[src/rtl/top_pkg.sv]
// Shared definitions for the button-driven accumulator.
// Contents:
//   DATA_W_DEFAULT      default width of switches, accumulator and LEDs
//   SYNC_STAGES_DEFAULT default depth of every input synchronizer
//   BTN_* indices       bit positions of the buttons in the event vector
//   op_e                opcode selected from the button events
//   pick_op()           fixed-priority encoder, u > d > l > r
package top_pkg;

  localparam int DATA_W_DEFAULT      = 16;
  localparam int SYNC_STAGES_DEFAULT = 2;

  localparam int NUM_BTNS = 4;
  localparam int BTN_R    = 0;
  localparam int BTN_L    = 1;
  localparam int BTN_D    = 2;
  localparam int BTN_U    = 3;

  typedef enum logic [2:0] {
    OP_NONE = 3'd0,
    OP_ADD  = 3'd1,
    OP_SUB  = 3'd2,
    OP_SHL  = 3'd3,
    OP_LOAD = 3'd4
  } op_e;

  // Only the highest-priority event survives; the rest are dropped.
  function automatic op_e pick_op(input logic [NUM_BTNS-1:0] ev);
    op_e op;
    op = OP_NONE;
    if (ev[BTN_U])      op = OP_ADD;
    else if (ev[BTN_D]) op = OP_SUB;
    else if (ev[BTN_L]) op = OP_SHL;
    else if (ev[BTN_R]) op = OP_LOAD;
    return op;
  endfunction

endpackage

[src/rtl/btn_sync_edge.sv]
// Synchronizer plus rising-edge detector for one asynchronous button.
// Ports:
//   clk      system clock
//   rst_n    asynchronous active-low reset, clears every flop
//   btn_i    raw asynchronous button level
//   event_o  one-cycle pulse per rising edge of the synchronized level
module btn_sync_edge #(
  parameter int SYNC_STAGES = 2
) (
  input  logic clk,
  input  logic rst_n,
  input  logic btn_i,
  output logic event_o
);

  logic [SYNC_STAGES-1:0] sync_q;
  logic                   prev_q;

  always_ff @(posedge clk or negedge rst_n) begin
    if (!rst_n) begin
      sync_q <= '0;
      prev_q <= 1'b0;
    end else begin
      sync_q[0] <= btn_i;
      for (int i = 1; i < SYNC_STAGES; i++) begin
        sync_q[i] <= sync_q[i-1];
      end
      prev_q <= sync_q[SYNC_STAGES-1];
    end
  end

  // A held button yields a single pulse: prev_q catches up one cycle later.
  assign event_o = sync_q[SYNC_STAGES-1] & ~prev_q;

endmodule

[src/rtl/top.sv]
// Button-driven accumulator: four buttons select ADD/SUB/SHL/LOAD of the
// synchronized switch value into a DATA_W accumulator shown on the LEDs.
// Ports:
//   clk       system clock
//   reset     asynchronous active-low reset
//   switches  asynchronous operand bus
//   btn_u     rising edge -> ADD  (highest priority)
//   btn_d     rising edge -> SUB
//   btn_l     rising edge -> SHL
//   btn_r     rising edge -> LOAD (lowest priority)
//   leds      accumulator register, driven straight from a flop
module top
  import top_pkg::*;
#(
  parameter int DATA_W      = DATA_W_DEFAULT,
  parameter int SYNC_STAGES = SYNC_STAGES_DEFAULT
) (
  input  logic              clk,
  input  logic              reset,
  input  logic [DATA_W-1:0] switches,
  input  logic              btn_u,
  input  logic              btn_d,
  input  logic              btn_l,
  input  logic              btn_r,
  output logic [DATA_W-1:0] leds
);

  logic [NUM_BTNS-1:0] btn_raw;
  logic [NUM_BTNS-1:0] btn_evt;
  logic [DATA_W-1:0]   sw_q [SYNC_STAGES];
  logic [DATA_W-1:0]   sw_sync;
  logic [DATA_W-1:0]   acc_q;
  logic [DATA_W-1:0]   acc_d;
  op_e                 op;

  assign btn_raw[BTN_U] = btn_u;
  assign btn_raw[BTN_D] = btn_d;
  assign btn_raw[BTN_L] = btn_l;
  assign btn_raw[BTN_R] = btn_r;

  for (genvar gi = 0; gi < NUM_BTNS; gi++) begin : g_btn
    btn_sync_edge #(
      .SYNC_STAGES (SYNC_STAGES)
    ) u_btn (
      .clk     (clk),
      .rst_n   (reset),
      .btn_i   (btn_raw[gi]),
      .event_o (btn_evt[gi])
    );
  end

  // Switches share the buttons' depth so an event sees the operand that
  // was sampled on the same edge as its button.
  always_ff @(posedge clk or negedge reset) begin
    if (!reset) begin
      for (int i = 0; i < SYNC_STAGES; i++) begin
        sw_q[i] <= '0;
      end
    end else begin
      sw_q[0] <= switches;
      for (int i = 1; i < SYNC_STAGES; i++) begin
        sw_q[i] <= sw_q[i-1];
      end
    end
  end

  assign sw_sync = sw_q[SYNC_STAGES-1];
  assign op      = pick_op(btn_evt);

  // Arithmetic wraps modulo 2^DATA_W; no status is kept.
  always_comb begin
    acc_d = acc_q;
    unique case (op)
      OP_ADD:  acc_d = acc_q + sw_sync;
      OP_SUB:  acc_d = acc_q - sw_sync;
      OP_SHL:  acc_d = {acc_q[DATA_W-2:0], 1'b0};
      OP_LOAD: acc_d = sw_sync;
      default: acc_d = acc_q;
    endcase
  end

  always_ff @(posedge clk or negedge reset) begin
    if (!reset) begin
      acc_q <= '0;
    end else begin
      acc_q <= acc_d;
    end
  end

  assign leds = acc_q;

endmodule

[config.mk]
export PLATFORM = sky130hd
export DESIGN_NAME = top
export DESIGN_NICKNAME = d
export VERILOG_FILES = /design/src/rtl/top_pkg.sv /design/src/rtl/btn_sync_edge.sv /design/src/rtl/top.sv
export SDC_FILE = /design/constraint.sdc
export NUM_CORES = 1
export LEC_CHECK = 0
export CORE_ASPECT_RATIO = 1.1
export CORE_MARGIN = 5
export CORE_UTILIZATION = 29
export CTS_BUF_LIST = sky130_fd_sc_hd__clkbuf_4
export DETAILED_ROUTE_END_ITERATION = 7
export DONT_BUFFER_PORTS = 1
export PLACE_DENSITY = 0.41
export SYNTH_ARGS = -nofsm -noshare
export SYNTH_HDL_FRONTEND = slang
export SYNTH_SLANG_ARGS = --single-unit
export TNS_END_PERCENT = 50
[constraint.sdc]
create_clock -name clk -period 3.8 [get_ports clk]
set_input_delay 0.38 -clock clk [delete_from_list [all_inputs] [get_ports clk]]
set_output_delay 0.38 -clock clk [all_outputs]
set_load 0.02 [all_outputs]
==> impl_metrics.xml <==
<?xml version="1.0" encoding="UTF-8"?>
<metrics>
  <group name="route">
    <metric name="via_per_inst" unit="">4.85</metric>
    <metric name="postRouteAntennaNets" unit="">0</metric>
    <metric name="detail_route.first_pass.iterations" unit="">4</metric>
    <metric name="route.final.wire_length" unit="mm">6.81</metric>
    <metric name="drt_iter0_markers" unit="">96</metric>
    <metric name="drc" unit="">0</metric>
    <metric name="wire_per_inst" unit="µm">15.4</metric>
    <metric name="vias" unit="">2142</metric>
  </group>
  <group name="floorplanning">
    <metric name="core_area" unit="µm²">10200</metric>
    <metric name="chipHeight" unit="µm">117</metric>
    <metric name="floorplan.die.width" unit="µm">107</metric>
    <metric name="floorplan.initialDensity" unit="">0.292</metric>
    <metric name="boundaryPins" unit="">38</metric>
    <metric name="placement_rows" unit="">39</metric>
    <metric name="dieArea" unit="µm²">12500</metric>
  </group>
  <group name="logic_synthesis">
    <metric name="synthFlopType" unit="">sky130_fd_sc_hd__dfrtp_1</metric>
    <metric name="ys_warn_count" unit="">0</metric>
    <metric name="synth.ff_latch_count" unit="">60</metric>
    <metric name="post_synth_inst_count" unit="">289</metric>
    <metric name="net_count_of_the_mapped_netlist" unit="">328</metric>
    <metric name="syn_avg_cell_area" unit="µm²">10.4</metric>
    <metric name="post_synth_instance_area" unit="µm²">3000</metric>
    <metric name="synth.distinct_cells" unit="">42</metric>
    <metric name="synth_async_sr_flop_share" unit="">1.00</metric>
    <metric name="synth_enable_flop_cells" unit="">0</metric>
    <metric name="synth_seq_area_share" unit="">0.501</metric>
  </group>
  <group name="sta">
    <metric name="final-max-slew-violation-count" unit="">0</metric>
    <metric name="worst_pin_slew" unit="ns">1.05</metric>
    <metric name="rsz0062_at_grt" unit="">false</metric>
    <metric name="min_hold_slack" unit="ns">0.350</metric>
    <metric name="slew-limit-headroom" unit="">0.302</metric>
    <metric name="finalSetupViolCount" unit="">0</metric>
    <metric name="timing.fmax" unit="GHz">0.321</metric>
    <metric name="skew" unit="ns">0.0101</metric>
    <metric name="fin_crit_sh" unit="">0.819</metric>
    <metric name="report.final.hold_viol_count" unit="">0</metric>
    <metric name="final_period_minus_worst_setup_slack" unit="ns">3.11</metric>
    <metric name="setup_total_negative_slack" unit="ns">0</metric>
  </group>
  <group name="global_route">
    <metric name="gr-total-overflow" unit="">0</metric>
    <metric name="grt_use_met3" unit="">0.0199</metric>
    <metric name="grt_pass1_vias" unit="">2107</metric>
    <metric name="largest_net_degree_at_the_start_of_global_routing" unit="">61</metric>
    <metric name="grt_use_total" unit="">0.119</metric>
    <metric name="grtUsageMet2" unit="">0.185</metric>
    <metric name="grt_pass1_wl" unit="mm">11.3</metric>
    <metric name="grt_busiest_layer" unit="">met2</metric>
    <metric name="antenna_found_initial" unit="">0</metric>
    <metric name="use_met1" unit="">0.160</metric>
  </group>
  <group name="worst_setup_path">
    <metric name="crit_required" unit="ns">4.10</metric>
    <metric name="crit_fanout" unit="">6</metric>
    <metric name="critPathLaunchType" unit="">flop</metric>
    <metric name="worstSetupPathType" unit="">flop to flop</metric>
    <metric name="cp.arrival" unit="ns">3.41</metric>
    <metric name="cp-end-kind" unit="">flop</metric>
  </group>
  <group name="clock_tree">
    <metric name="cts_setup_buffers" unit="">0</metric>
    <metric name="cts_made_buffers" unit="">9</metric>
    <metric name="clock_latency" unit="ns">0.41</metric>
    <metric name="max_root_sink_buffers" unit="">2</metric>
    <metric name="clock_sinks" unit="">60</metric>
    <metric name="cts.clk_slew.worst_paths" unit="ns">0.10</metric>
    <metric name="h-tree-depth" unit="">3</metric>
    <metric name="cts.root.buffer_cell" unit="">sky130_fd_sc_hd__clkbuf_4</metric>
    <metric name="tritoncts_clock_tree" unit="">yes</metric>
  </group>
  <group name="layout">
    <metric name="design_area" unit="µm²">3500</metric>
    <metric name="layout_common_cells" unit="">60 x sky130_fd_sc_hd__dfrtp_1, 37 x sky130_fd_sc_hd__nand2_1, 21 x sky130_fd_sc_hd__dlygate4sd3_1</metric>
    <metric name="nets" unit="">353</metric>
    <metric name="post_route_utilization" unit="">0.342</metric>
    <metric name="layout-drive-gt1-share" unit="">0.0723</metric>
    <metric name="layout.cells.most_common" unit="">sky130_fd_sc_hd__dfrtp_1</metric>
    <metric name="areaGrowthSynthToFinish" unit="%">16.8</metric>
    <metric name="layout.filler_cells" unit="">1044</metric>
  </group>
  <group name="placed_design">
    <metric name="routabilityCongestion" unit="">0.790</metric>
    <metric name="detailed_place_hpwl" unit="mm">4.93</metric>
    <metric name="place_area" unit="µm²">3130</metric>
    <metric name="numPortBuffers" unit="">0</metric>
  </group>
  <group name="status">
    <metric name="status" unit="">finished, final reports clean</metric>
  </group>
  <group name="pwr">
    <metric name="total_power" unit="W">0.00234</metric>
    <metric name="worst_vdd_drop" unit="µV">228</metric>
    <metric name="cellPowerDensity" unit="nW/µm²">668</metric>
    <metric name="cellLeakagePower" unit="nW">1.53</metric>
  </group>
  <group name="job">
    <metric name="max_cap_viol_count" unit="">0</metric>
  </group>
  <group name="min_path">
    <metric name="timing.hold.worst.class" unit="">flop to flop</metric>
  </group>
</metrics>
## flip-flops by register name (all words and copies together) (netlist names)
| register | flops |
|---|---|
| leds | 16 |
| sw_q | 16 |
| sw_sync | 16 |
| g_btn.u_btn.sync_q | 8 |
| g_btn.u_btn.prev_q | 4 |
## worst max-delay path, cell delays in order, from the launching register on
cell	delay [ns]
sky130_fd_sc_hd__dfrtp_1	0.44
sky130_fd_sc_hd__nor4_2	0.32
sky130_fd_sc_hd__nor4b_4	0.29
sky130_fd_sc_hd__a21oi_1	0.13
sky130_fd_sc_hd__xnor2_1	0.14
sky130_fd_sc_hd__ha_1	0.37
sky130_fd_sc_hd__a21o_1	0.20
sky130_fd_sc_hd__a21o_1	0.20
sky130_fd_sc_hd__a2111oi_0	0.40
sky130_fd_sc_hd__a21oi_1	0.07
sky130_fd_sc_hd__a41oi_1	0.20
sky130_fd_sc_hd__xor2_1	0.16
sky130_fd_sc_hd__o21ai_1	0.07
## repair_timing
action                                 CTS  global route
hold buffers                            22             0
gates resized for setup                  0             0
endpoints found under the hold margin   80             0
## metrics by stage
stage          setup WS (ns)  instances
2_1_floorplan          0.925        289
3_3_place_gp           0.708        404
3_5_place_dp           0.692        404
4_1_cts                0.664        441
5_1_grt                0.378        441
6_report               0.687        442
## area by class of cell
class                   count  area, µm²  area share
clock buffers              10       75.1      0.0214
repair buffers             24        253      0.0722
clock inverters             5       53.8      0.0154
inverters                   9       33.8     0.00965
flip-flops and latches     60       1500       0.429
multi-input cells         210       1430       0.408
diodes                      1       2.50    0.000715
well taps                 123        154      0.0440
## logic make-up after synthesis
family	share of synthesized area
AO/OA/AOI/OAI	0.173
buffers and inverters	0.0238
flip-flops	0.501
XOR/XNOR	0.0848
adder cells (fa/ha/maj)	0.0735
multiplexers	0.00334
AND/OR/NAND/NOR	0.141
## power breakdown
group	leakage [nW]	switching (W)	internal, W
registers	0.703	0.000247	0.000743
clock network	0.0659	0.000242	0.000201
logic	0.757	0.000482	0.000424
## path summary, 6_finish.rpt
check,from,end,slack [ns],cells past startpoint
max reg2reg,sw_sync[4],leds[14],0.69,12
max,sw_sync[4],leds[14],0.69,12
min,sw_q[20],sw_sync[4],0.35,0
min in group asynchronous,reset,leds[12],0.47,2
max in group asynchronous,reset,sw_sync[3],3.05,2
min reg2reg,sw_q[20],sw_sync[4],0.35,0
## routing by layer
| metal | vias to the layer above | wire length, µm |
|---|---|---|
| met2 | 46 | 3100 |
| met5 | - | 0 |
| met3 | 11 | 240 |
| met4 | 0 | 168 |
| met1 | 1005 | 3310 |
| li1 | 1080 | - |
## synthesized netlist by cell type, types with 2 or more instances
cell type	instances	area [µm²]
sky130_fd_sc_hd__clkbuf_1	10	37.5
sky130_fd_sc_hd__and3_1	2	12.5
sky130_fd_sc_hd__and2_1	2	12.5
sky130_fd_sc_hd__ha_1	16	200
sky130_fd_sc_hd__a21o_1	8	60.1
sky130_fd_sc_hd__a21oi_1	18	90.1
sky130_fd_sc_hd__a41oi_1	2	17.5
sky130_fd_sc_hd__nand3_1	13	65.1
sky130_fd_sc_hd__o21ai_0	10	50.1
sky130_fd_sc_hd__o21ai_1	11	55.1
sky130_fd_sc_hd__nor2b_1	5	31.3
sky130_fd_sc_hd__xnor2_1	13	114
sky130_fd_sc_hd__dfrtp_1	60	1500
sky130_fd_sc_hd__o31ai_1	3	22.5
sky130_fd_sc_hd__inv_1	9	33.8
sky130_fd_sc_hd__nand2b_1	3	18.8
sky130_fd_sc_hd__a22oi_1	2	15.0
sky130_fd_sc_hd__xor2_1	16	140
sky130_fd_sc_hd__or3_1	2	12.5
sky130_fd_sc_hd__o211ai_1	11	82.6
sky130_fd_sc_hd__o221ai_1	3	26.3
sky130_fd_sc_hd__nand2_1	37	139
sky130_fd_sc_hd__a31oi_1	2	12.5
sky130_fd_sc_hd__nor2_1	13	48.8
Note: power is estimated with default switching activity, not from simulation.
